**src/rtl/or_in_skid_buffer.sv**
```systemverilog
// or_in_skid_buffer: 2-entry skid buffer feeding the OR reduction from flops,
// with in_ready registered so it never depends combinationally on out_ready.
module or_in_skid_buffer #(
    parameter int WIDTH = 16
) (
    input  logic             clk,
    input  logic             rst,
    input  logic             in_valid,
    output logic             in_ready,
    input  logic [WIDTH-1:0] in_data,
    output logic             out_valid,
    input  logic             out_ready,
    output logic [WIDTH-1:0] out_data,
    output logic [1:0]       occupancy
);
    typedef enum logic [1:0] {EMPTY = 2'd0, BUSY = 2'd1, FULL = 2'd2} state_t;

    state_t           state_q, state_d;
    logic [WIDTH-1:0] main_q, main_d, skid_q, skid_d;
    logic             in_ready_q, in_ready_d;
    logic             in_fire, out_fire;

    assign out_valid = state_q != EMPTY;
    assign in_ready  = in_ready_q;
    assign out_data  = main_q;
    assign occupancy = state_q;
    assign in_fire   = in_valid & in_ready_q;
    assign out_fire  = out_valid & out_ready;

    always_comb begin
        state_d = state_q;
        main_d  = main_q;
        skid_d  = skid_q;
        case (state_q)
            EMPTY: begin
                main_d  = in_fire ? in_data : main_q;
                state_d = in_fire ? BUSY : EMPTY;
            end
            BUSY: begin
                main_d  = (in_fire & out_fire) ? in_data : main_q;
                skid_d  = (in_fire & !out_fire) ? in_data : skid_q;
                state_d = (in_fire & !out_fire) ? FULL : (!in_fire & out_fire) ? EMPTY : BUSY;
            end
            FULL: begin
                main_d  = out_fire ? skid_q : main_q;
                state_d = out_fire ? BUSY : FULL;
            end
            default: state_d = EMPTY;
        endcase
        // in_ready is precomputed from next state so it leaves a flop directly
        in_ready_d = state_d != FULL;
    end

    always_ff @(posedge clk or posedge rst) begin
        if (rst) begin
            state_q    <= EMPTY;
            main_q     <= '0;
            skid_q     <= '0;
            in_ready_q <= 1'b1;
        end else begin
            state_q    <= state_d;
            main_q     <= main_d;
            skid_q     <= skid_d;
            in_ready_q <= in_ready_d;
        end
    end
endmodule

```
**config.mk**
```make
export PLATFORM = sky130hd
export DESIGN_NAME = or_in_skid_buffer
export DESIGN_NICKNAME = d
export VERILOG_FILES = /design/src/rtl/or_in_skid_buffer.sv
export SDC_FILE = /design/constraint.sdc
export NUM_CORES = 1
export LEC_CHECK = 0
export BUFFER_PORTS_ARGS = -buffer_cell sky130_fd_sc_hd__buf_4
export CAP_MARGIN = 40
export CORE_ASPECT_RATIO = 0.75
export CORE_MARGIN = 2
export CORE_UTILIZATION = 56
export DETAILED_ROUTE_END_ITERATION = 10
export GPL_ROUTABILITY_DRIVEN = 0
export MAX_ROUTING_LAYER = met4
export PLACE_DENSITY = 0.83
export SLEW_MARGIN = 40
export SYNTH_ARGS = -nofsm -noshare
export SYNTH_HDL_FRONTEND = slang
export SYNTH_SLANG_ARGS = --single-unit
```
**constraint.sdc**
```tcl
create_clock -name clk -period 3.8 [get_ports clk]
set_input_delay 0.38 -clock clk [delete_from_list [all_inputs] [get_ports clk]]
set_output_delay 0.38 -clock clk [all_outputs]
set_load 0.05 [all_outputs]
```
---- Word-level counts from Yosys, hierarchy flattened ----
Cells that the tools add are included.
word-level totals
  flip-flop bits (word level) ............. 35
  word-level logic and storage cells ...... 31
operators by class
  equality and inequality tests ........... 6
  muxes and demuxes ....................... 9
  bitwise operators ....................... 5
  reduce and logical (&&, ||, !) cells .... 7
operators by type and width
  kind                  number
  $mux W16              3
  $pmux W16 S3          1
  $ne A2 B2 Y1 const B  4
  $pmux W2 S3           1
  $and A1 B1 Y1         5
  $mux W2               2
  $reduce_and A4 Y1     1
  $reduce_bool A3 Y1    1
  $eq A2 B1 Y1 const B  1
  $eq A2 B2 Y1 const B  1
  $logic_not A1 Y1      2
  $logic_not A2 Y1      1
  $mux W1               2
  $reduce_and A2 Y1     1
  $reduce_bool A2 Y1    1

---- Logic depth before layout (Yosys ltp) ----
  depth in word-level cells ............... 7
  gate-level depth with buffers ........... 8
  gate-level depth less buffers ........... 7

---- Worst setup path before layout ----
OpenSTA, ideal clock, no wires.
  kind .................................... reg-to-reg
  start point ............................. reg state_q[1], in the netlist occupancy[1]
  end point ............................... reg main_q[0], in the netlist out_data[0]
  setup time .............................. 125 ps
  arrival time ............................ 2266 ps
  required time ........................... 3675 ps
  setup slack ............................. 1409 ps
  cell stages (with the launch flop) ...... 8
  cell sequence ........................... dfrtp_1 > or2_2 > and2_1 > ha_1 > nand3b_1 > o211ai_2 > buf_6 > mux2_4
on the way
  longest elaborated chain between the ends .. 5
  elaborated cells between the ends (all ways) .. 12
ends and longest elaborated chain
  item                                  line  RTL
  start, declared                       18    state_t state_q, state_d;
  start signal, assigned                61    state_q <= state_d;
  $reduce_bool A2 Y1 *                  23    assign out_valid = state_q != EMPTY;
  via out_valid                         11    output logic out_valid,
  $and A1 B1 Y1 *                       28    assign out_fire = out_valid & out_ready;
  $and A1 B1 Y1                         40    main_d = (in_fire & out_fire) ? in_data : main_q;
  $ne A2 B2 Y1 (no source line)         -
  $reduce_and A4 Y1 (no source line) *  -
  end signal, assigned                  62    main_q <= main_d;
  end, declared                         19    logic [WIDTH-1:0] main_q, main_d, skid_q, skid_d;
The timed path passes the listed nets; every way through them passes the cells marked *.
A chain may end at the register's enable or synchronous reset.

---- Final worst setup path ----
  start point ............................. reg state_q[1], in the netlist occupancy[1]
  end point ............................... reg skid_q[12]
on the way
  longest elaborated chain between the ends .. 5
  elaborated cells between the ends (all ways) .. 6
ends and longest elaborated chain
  item                                  line  RTL
  $reduce_bool A2 Y1                    23
  $and A1 B1 Y1                         28
  $logic_not A1 Y1                      41    skid_d = (in_fire & !out_fire) ? in_data : skid_q;
  $and A1 B1 Y1                         41
  $reduce_and A2 Y1 (no source line) *  -
  end signal, assigned                  63    skid_q <= skid_d;
  end, declared                         19
Mark *: on every way between the ends. The rest lies on a longest branch, timed or not.

==> flow_metrics.tcl <==
set metrics [dict create \
    grt_setup_unrepaired "false" \
    holdCritPathClass "in2async" \
    num_vias 959 \
    drc 0 \
    yosys_register_bits 35 \
    tns_ns 0 \
    yosysSeqAreaShare_pct 52.6 \
    start_util_pct 57.6 \
    crit_type "reg2reg" \
    drt_first_pass_iters 4 \
    clockBufferDepth 2 \
    clock_skew_ns 0.00203 \
    core_area_um2 2890 \
    cts_buffers 5 \
    syn-num-nets 129 \
    io_pins 40 \
    final_cell_mix "buf_4 (40), dfrtp_1 (34), mux2_2 (32)" \
    outcome "completed" \
    synthCells 107 \
    die_w_um 67.0 \
    hold_viol 0 \
    final_common_cell "buf_4" \
    grt.total_usage_pct 19.9 \
    ctsHtreeMaxLevel 2 \
    die-area_um2 3430 \
    synth.yosys.warnings 0 \
    report.final.slew_viol_count 0 \
    root_buffer "clkbuf_8" \
    wl_per_cell_um 15.3 \
    tightest_slew_ns 0.677 \
    syn_area_um2 1670 \
    timing.final.crit_share_pct 57.6 \
    synth_top_flop_cell "dfrtp_1" \
    ant_nets 0 \
    drt_first_iter_violations 35 \
    critical_path.startpoint_type "register" \
    grt_pass1_vias 1008 \
    grt_pass1_wl_mm 4.67 \
    cts_sinks 35 \
    setup_viol 0 \
    nNetsFinal 172 \
    hold_buffers 0 \
    rows 17 \
    cap_viol_max_count 0 \
    areaGrowthSynthToFinish_pct 23.9 \
    end_kind "register" \
    drive_gt1_share_pct 67.3 \
    cp.arrival_ns 2.35 \
    cts_resized 0 \
    grt_overflow 0 \
    routed_wl_mm 2.88 \
    critPathMaxFanout 18 \
    syn_area_per_cell_um2 15.6 \
    cts_tree "built" \
    period_minus_slack_ns 2.19 \
    ys_async_sr_fraction_pct 100 \
    io_buffers 39 \
    antenna_cells 0 \
    synth_edf_count 0 \
    via_per_inst 5.10 \
    antenna_found_initial 0 \
    crit_path_max_incr_delay_ns 0.48 \
    yosys.cell_types.count 21 \
    path_cells "or2_2, and2_1, inv_1, ha_1, nand3b_2, mux2_2" \
    dp_hpwl_mm 2.06 \
    max_freq_mhz 457 \
    clk_pin_slew_ns 0.06 \
    slew_headroom_pct 54.7 \
    cts_setup_buffers 0 \
    cp_slowest_cell "dfrtp_1" \
    die_h_um 51.2 \
    clock_latency_ns 0.27 \
    grt_start_max_net_pins 36 \
    fillCellCount 212 \
    worst_ep_required_time_ns 3.96 \
]
-- per-layer routing --
| layer | track usage, % | part of all wire [%] |
|---|---|---|
| met5 | - | 0 |
| met4 | 8.16 | 1.2 |
| met3 | 5.95 | 3.7 |
| met2 | 32.7 | 50 |
| met1 | 23.0 | 45 |
-- synthesized netlist by cell type, drive strengths merged, types with 2 or more instances --
cell type / number / area share [%]
buf: 4 / 2.9
mux2: 48 / 36
ha: 2 / 1.5
nand3b: 4 / 2.0
dfrtp: 34 / 51
and2: 2 / 0.75
inv: 3 / 0.68
-- metrics by stage --
stage / cell area [um^2] / hold slack, ns / std cells / setup slack, ns / util (%)
finish: 2070 / 0.196 / 188 / 1.61 / 71.4
global route: 2070 / 0.229 / 188 / 1.49 / 71.4
CTS: 2070 / 0.210 / 188 / 1.58 / 71.4
detailed placement: 1980 / 0.494 / 181 / 1.59 / 68.4
global placement: 1970 / 0.484 / 181 / 1.62 / 68.0
floorplan: 1670 / 0.475 / 107 / 1.41 / -
-- sequential cells by signal, summed over array words and instances (netlist names) --
signal and cells:
skid_q 16, in_ready 1, out_data 16, occupancy 2
-- path summary, 6_finish.rpt --
| kind | from | to | cells after the start | slack [ns] |
|---|---|---|---|---|
| max reg2reg | occupancy[1]$_DFF_PP0_ | skid_q[12]$_DFFE_PP0P_ | 6 | 1.61 |
| min | rst | skid_q[4]$_DFFE_PP0P_ | 3 | 0.20 |
| max in group asynchronous | rst | in_ready$_DFF_PP1_ | 3 | 3.26 |
| min reg2reg | skid_q[4]$_DFFE_PP0P_ | skid_q[4]$_DFFE_PP0P_ | 1 | 0.50 |
| max | occupancy[1]$_DFF_PP0_ | skid_q[12]$_DFFE_PP0P_ | 6 | 1.61 |
| min in group clk | in_data[13] | skid_q[13]$_DFFE_PP0P_ | 2 | 0.34 |
-- cell families (layout without fill, tap and decap cells) --
family                     Yosys count  count (layout)  synth area share (%)
buffers and inverters                7              50                  3.53
and+or+nand+nor                     11              11                  4.43
AOI/OAI and AO/OA                    4               4                  1.88
DFF                                 35              35                  52.6
adders and majority gates            2               2                  1.50
muxes                               48              48                  36.0
-- critical path, delay by kind of cell, from the launching register on --
family | cells | cell delay (ns)
and+or+nand+nor | 3 | 0.94
DFF | 1 | 0.48
muxes | 1 | 0.44
adders and majority gates | 1 | 0.15
buffers and inverters | 1 | 0.06
-- cell type report --
type                            instances  area (um^2)  share of cell area, %
Sequential cell                        35          877                   42.5
Multi-Input combinational cell         65          742                   35.9
Timing Repair Buffer                   40          300                   14.5
Clock buffer                            6         82.6                   4.00
Tap cell                               38         47.5                   2.30
Inverter                                3         11.3                  0.545
Clock inverter                          1         5.00                  0.242
Power is left out: the tool's default activity adds up to more than one toggle a clock period on the data nets, which glitch-free logic cannot reach.
